### src/rtl/dcache_wt.sv
// dcache_wt: blocking, direct-mapped, write-through / no-write-allocate data cache.
// Read hits complete in the LOOKUP cycle without stalling the core; read misses
// fetch a whole line from memory; every store is forwarded to memory as a word
// write, and a store that hits also patches the cached copy.
module dcache_wt #(
    parameter int LINES     = 16,
    parameter int LINE_BITS = 128
) (
    input  logic                 clk,
    input  logic                 reset,
    input  logic [31:0]          cpu_addr,
    input  logic                 cpu_re,
    input  logic [3:0]           cpu_we,
    input  logic [31:0]          cpu_din,
    output logic [31:0]          cpu_dout,
    output logic                 stall,
    output logic                 mem_req_valid,
    input  logic                 mem_req_ready,
    output logic                 mem_req_rw,
    output logic [31:0]          mem_req_addr,
    output logic [31:0]          mem_req_wdata,
    output logic [3:0]           mem_req_wmask,
    input  logic                 mem_resp_valid,
    input  logic [LINE_BITS-1:0] mem_resp_data
);

    localparam int IDX      = $clog2(LINES);
    localparam int TAG_BITS = 28 - IDX;
    localparam int WORDS    = LINE_BITS / 32;

    typedef enum logic [2:0] {
        IDLE    = 3'd0,
        LOOKUP  = 3'd1,
        RD_REQ  = 3'd2,
        RD_WAIT = 3'd3,
        WR_REQ  = 3'd4
    } state_t;

    state_t                state_r;
    state_t                state_nx_s;

    logic [31:2]           req_addr_r;
    logic [3:0]            req_we_r;
    logic [31:0]           req_din_r;
    logic [31:0]           dout_r;

    logic [LINES-1:0]      valid_r;
    logic [TAG_BITS-1:0]   tag_r  [LINES];
    logic [LINE_BITS-1:0]  data_r [LINES];

    logic [IDX-1:0]        req_idx_s;
    logic [TAG_BITS-1:0]   req_tag_s;
    logic                  hit_s;
    logic                  is_store_s;
    logic                  rd_hit_s;
    logic                  wr_hit_s;
    logic                  refill_s;
    logic                  accept_s;
    logic                  stall_s;
    logic [31:0]           hit_word_s;
    logic [LINE_BITS-1:0]  merged_line_s;
    logic                  unused_s;

    // Pick one 32-bit word out of a line.
    function automatic logic [31:0] word_sel(input logic [LINE_BITS-1:0] line,
                                             input logic [1:0]           sel);
        logic [31:0] w;
        w = 32'h0000_0000;
        for (int i = 0; i < WORDS; i++) begin
            if (sel == 2'(i)) begin
                w = line[i*32 +: 32];
            end else begin
                w = w;
            end
        end
        return w;
    endfunction

    // Overlay enabled byte lanes of new data onto an old word.
    function automatic logic [31:0] merge_bytes(input logic [31:0] old_w,
                                                input logic [31:0] new_w,
                                                input logic [3:0]  be);
        logic [31:0] m;
        for (int b = 0; b < 4; b++) begin
            m[b*8 +: 8] = be[b] ? new_w[b*8 +: 8] : old_w[b*8 +: 8];
        end
        return m;
    endfunction

    assign unused_s   = ^cpu_addr[1:0];
    assign req_idx_s  = req_addr_r[4+IDX-1:4];
    assign req_tag_s  = req_addr_r[31:4+IDX];
    assign hit_s      = valid_r[req_idx_s] && (tag_r[req_idx_s] == req_tag_s);
    assign is_store_s = (req_we_r != 4'b0000);
    assign rd_hit_s   = (state_r == LOOKUP) && !is_store_s && hit_s;
    assign wr_hit_s   = (state_r == LOOKUP) && is_store_s && hit_s;
    assign refill_s   = (state_r == RD_WAIT) && mem_resp_valid;
    assign hit_word_s = word_sel(data_r[req_idx_s], req_addr_r[3:2]);
    assign accept_s   = !stall_s && (cpu_re || (cpu_we != 4'b0000));
    assign stall      = stall_s;
    assign cpu_dout   = rd_hit_s ? hit_word_s : dout_r;

    // State register.
    always_ff @(posedge clk or negedge reset) begin
        if (!reset) begin
            state_r <= IDLE;
        end else begin
            state_r <= state_nx_s;
        end
    end

    // Next-state logic.
    always_comb begin
        state_nx_s = state_r;
        case (state_r)
            IDLE: begin
                if (accept_s) state_nx_s = LOOKUP;
                else          state_nx_s = IDLE;
            end
            LOOKUP: begin
                if (is_store_s)    state_nx_s = WR_REQ;
                else if (!hit_s)   state_nx_s = RD_REQ;
                else if (accept_s) state_nx_s = LOOKUP;
                else               state_nx_s = IDLE;
            end
            RD_REQ: begin
                if (mem_req_ready) state_nx_s = RD_WAIT;
                else               state_nx_s = RD_REQ;
            end
            RD_WAIT: begin
                if (mem_resp_valid) state_nx_s = IDLE;
                else                state_nx_s = RD_WAIT;
            end
            WR_REQ: begin
                if (mem_req_ready) state_nx_s = IDLE;
                else               state_nx_s = WR_REQ;
            end
            default: state_nx_s = IDLE;
        endcase
    end

    // Outputs decoded from the state; memory fields come from the held request.
    always_comb begin
        stall_s       = 1'b1;
        mem_req_valid = 1'b0;
        mem_req_rw    = 1'b0;
        mem_req_wdata = req_din_r;
        mem_req_wmask = req_we_r;
        mem_req_addr  = {req_addr_r[31:4], 4'b0000};
        case (state_r)
            IDLE: begin
                stall_s = 1'b0;
            end
            LOOKUP: begin
                if (!is_store_s && hit_s) stall_s = 1'b0;
                else                      stall_s = 1'b1;
            end
            RD_REQ: begin
                mem_req_valid = 1'b1;
            end
            RD_WAIT: begin
                mem_req_valid = 1'b0;
            end
            WR_REQ: begin
                mem_req_valid = 1'b1;
                mem_req_rw    = 1'b1;
                mem_req_addr  = {req_addr_r[31:2], 2'b00};
            end
            default: begin
                stall_s = 1'b1;
            end
        endcase
    end

    // Capture an accepted core request; stores take priority over loads.
    always_ff @(posedge clk or negedge reset) begin
        if (!reset) begin
            req_addr_r <= 30'h0000_0000;
            req_we_r   <= 4'b0000;
            req_din_r  <= 32'h0000_0000;
        end else if (accept_s) begin
            req_addr_r <= cpu_addr[31:2];
            req_we_r   <= cpu_we;
            req_din_r  <= cpu_din;
        end else begin
            req_addr_r <= req_addr_r;
        end
    end

    // Load-data holding register: updated by a read hit or a refill only.
    always_ff @(posedge clk or negedge reset) begin
        if (!reset) begin
            dout_r <= 32'h0000_0000;
        end else if (rd_hit_s) begin
            dout_r <= hit_word_s;
        end else if (refill_s) begin
            dout_r <= word_sel(mem_resp_data, req_addr_r[3:2]);
        end else begin
            dout_r <= dout_r;
        end
    end

    // Valid bits: cleared by reset, set by a refill; stores never allocate.
    always_ff @(posedge clk or negedge reset) begin
        if (!reset) begin
            valid_r <= {LINES{1'b0}};
        end else if (refill_s) begin
            valid_r[req_idx_s] <= 1'b1;
        end else begin
            valid_r <= valid_r;
        end
    end

    // Cached line with the store bytes applied to the addressed word.
    always_comb begin
        merged_line_s = data_r[req_idx_s];
        for (int w = 0; w < WORDS; w++) begin
            if (req_addr_r[3:2] == 2'(w)) begin
                merged_line_s[w*32 +: 32] = merge_bytes(hit_word_s, req_din_r, req_we_r);
            end else begin
                merged_line_s[w*32 +: 32] = data_r[req_idx_s][w*32 +: 32];
            end
        end
    end

    // Tag/data storage: written by refills and store hits, never reset.
    always_ff @(posedge clk) begin
        if (refill_s) begin
            data_r[req_idx_s] <= mem_resp_data;
            tag_r[req_idx_s]  <= req_tag_s;
        end else if (wr_hit_s) begin
            data_r[req_idx_s] <= merged_line_s;
        end else begin
            data_r[req_idx_s] <= data_r[req_idx_s];
        end
    end

endmodule
### config.mk
export PLATFORM = sky130hd
export DESIGN_NAME = dcache_wt
export DESIGN_NICKNAME = d
export VERILOG_FILES = /design/src/rtl/dcache_wt.sv
export SDC_FILE = /design/constraint.sdc
export NUM_CORES = 2
export LEC_CHECK = 0
export BUFFER_PORTS_ARGS = -buffer_cell sky130_fd_sc_hd__buf_4
export CORE_AREA = 2 2 517 519
export CTS_CLUSTER_DIAMETER = 50
export CTS_CLUSTER_SIZE = 40
export DETAILED_ROUTE_END_ITERATION = 6
export DIE_AREA = 0 0 519 521
export HOLD_SLACK_MARGIN = 0.06
export PLACE_DENSITY_LB_ADDON = 0.15
export SYNTH_ARGS = -nofsm -noshare
export SYNTH_HDL_FRONTEND = slang
export SYNTH_SLANG_ARGS = --single-unit
### constraint.sdc
create_clock -name clk -period 9.75 [get_ports clk]
set_input_delay 1.4625 -clock clk [delete_from_list [all_inputs] [get_ports clk]]
set_output_delay 1.4625 -clock clk [all_outputs]
set_load 0.01 [all_outputs]
==> reports/metrics.cfg <==
[worst_hold_path]
hp-start = valid_r[9]
hold_class = reg -> reg
whs_path_depth = 1
holdPathEnd = valid_r[9]

[worst_setup_path]
worstPathMaxFanout = 50
cp_top_family = compound AO/OA/AOI/OAI gates
r2r_end = data_r[8][70]
r2r_cells = 12
crit_chain = buf_4 -> mux2i_1 -> a22oi_1 -> o21ai_0 -> a2111oi_0 -> a21oi_1 -> a2111oi_2 -> nand4_4 -> buf_4 -> mux2i_1 -> buf_4
r2r_slack_ns = 2.73
rr_startpoint = req_addr_r[5]
slowest_stage = dfrtp_4
path_class = reg -> out
cpMostUsedCell = buf_4
critical_path.max_stage_delay_ns = 0.97
path_buf_inv = 3
arrival_ns = 7.19
cp-end-kind = output pin
required_ns = 8.29
crit_path_start_kind = flop

[floorplan]
row_count = 189
boundaryPins = 304
die_y_um = 521
fp.dieW_um = 519
start_util_pct = 39.9
die_area_mm2 = 0.270
core_mm2 = 0.264

[synth]
synth_top_area_share_pct = 69.1
synthArstFlopShare_pct = 4.59
synth_edf_count = 2432
synth-seq-area-share_pct = 71.9
netlist_area_mm2 = 0.106
yosys.cell_count.top_type = edfxtp_1
syn_inst = 5676
yosysWarnings = 0
synth_cell_type_count = 66
syn_area_per_cell_um2 = 18.6
synth.ff_latch_count = 2549
yosys.area.top_type = edfxtp_1
synthTopCellsByCount = edfxtp_1, mux4_2, nand2_1
synth_ff_type = edfxtp_1
ys_top_cells_by_area = edfxtp_1, mux4_2, mux2i_1

[pwr]
p_per_area_mw_per_mm2 = 395
p_total_mw = 48.3
p_leak_nw = 41.0
vdd_drop_max_mv = 0.314

[clock_tree]
worst_skew_pair.late_latency_ns = 0.88
cts_resized = 0
postCtsHoldBufs = 0
cts_setup_buffers = 0
clkSinkCount = 2549
path_clk_slew_ns = 0.06
root_buffer = clkbuf_16
cts_buffers = 296
htreeDepth = 5
tritoncts = built
clockBufferDepth = 4

[placement]
pre_cts_ws_ns = 2.03
gp_congestion = 0.798
portBuffers = 299
dp_cells = 9273
dpl.hpwl_um = 163000

[flow_run]
cap_viol_max_count = 0

[drt]
first_pass_iters = 6
finalWirelength_um = 304000
ant_nets = 0
drc_errors = 0
via_count = 56900
post_drt_wl_per_cell_um = 31.0
via_per_inst = 5.79
drt_iter0_drc = 5435

[sta]
fin_crit_sh_pct = 88.7
hold_viol = 0
final_max_slew_viol_count = 0
final.setup.tns_ns = 0
worst_slack_ns = 1.10
relSlewSlack_pct = 17.9
layout_min_cycle_time_ns = 8.65
worst_clock_skew_ns = 0.0802
setup_viol = 0
rsz0062_at_grt = no
worst_slew_pin_slew_ns = 1.23
fmax_mhz = 116

[global_routing]
grtUsageTotal_pct = 22.3
grt_max_degree = 142
antenna_found_initial = 33
overflow = 0
grt_pass1_wl_um = 432000
grt_pass1_vias = 57400

[outcome]
outcome = complete, no violations

[final_layout]
finalNetCount = 6239
drive_above_1_share_pct = 29.8
fillers = 22500
final_cells = 9830
syn_to_final_growth_pct = 15.8
utilization_pct = 46.3

-- power by group --
group          internal [mW]  total, mW  switching [mW]
registers               18.0       19.0            1.00
clock network           6.61       11.5            4.89
logic                   6.54       17.9            11.3
-- state kept, by name, indices dropped and copies added, names as in the netlist --
name and flops:
data_r 2048, dout_r 32, mem_req_wdata 32, mem_req_wmask 4, req_addr_r 30, state_r 3, tag_r 384, valid_r 16
-- per-stage QoR --
stage,hold slack [ns],area [µm²]
after CTS,0.461,122000
after floorplan,0.434,106000
final,0.458,122000
after detailed placement,0.447,112000
after global placement,0.444,112000
after global routing,0.488,122000
-- routing by layer --
layer  part of all wire (%)  global-route usage (%)  wire, µm  vias up
li1                       -                       -         -    23700
met1                     42                    30.8    129000    30700
met2                     49                    36.6    148000     1929
met3                    5.7                    2.99     17400      480
met4                    3.2                    7.16      9600        4
met5                 0.0076                       0        23        -
-- area by class of cell --
type / instances / area, µm² / area share, %
multi-input combinational: 2695 / 27800 / 22.7
antenna: 20 / 50.0 / 0.0409
tap: 3533 / 4420 / 3.62
clock inverter: 207 / 2470 / 2.02
sequential: 2549 / 76000 / 62.1
clock buffer: 330 / 7730 / 6.32
inverter: 39 / 156 / 0.128
timing repair buffer: 457 / 3700 / 3.03
-- how the worst max path moves through the flow --
stage	start	depth (start not counted)	slack, ns	endpoint
6_report	req_addr_r[5]	11	1.10	cpu_dout[16]
5_1_grt	req_addr_r[5]	11	0.94	cpu_dout[16]
4_1_cts	req_addr_r[5]	11	1.04	cpu_dout[0]
3_5_place_dp	req_addr_r[5]	11	2.03	cpu_dout[0]
3_3_place_gp	req_addr_r[5]	11	2.04	cpu_dout[0]
2_1_floorplan	req_addr_r[7]	10	1.46	data_r[0][0]
-- cell families after synthesis --
kind of cell	after synthesis	share of synthesized area [%]
simple gates	895	3.58
flops	2549	71.9
buf+inv	433	2.01
xor+xnor	21	0.174
other cells	1	0.00355
mux	1119	18.4
compound gates	658	3.89
-- cell usage in the layout, fill, tap and decap left out, drive strengths merged, types with 28 or more instances in the layout --
cell type,instances
edfxtp,2432
mux4,644
buf,456
nand2,405
clkbuf,331
nor2,328
mux2i,312
o21ai,221
mux2,163
a21oi,158
dfrtp,117
inv,110
a22oi,92
clkinv,89
a211oi,46
nand2b,38
o22ai,28
Power figures use the tool's default switching activity.
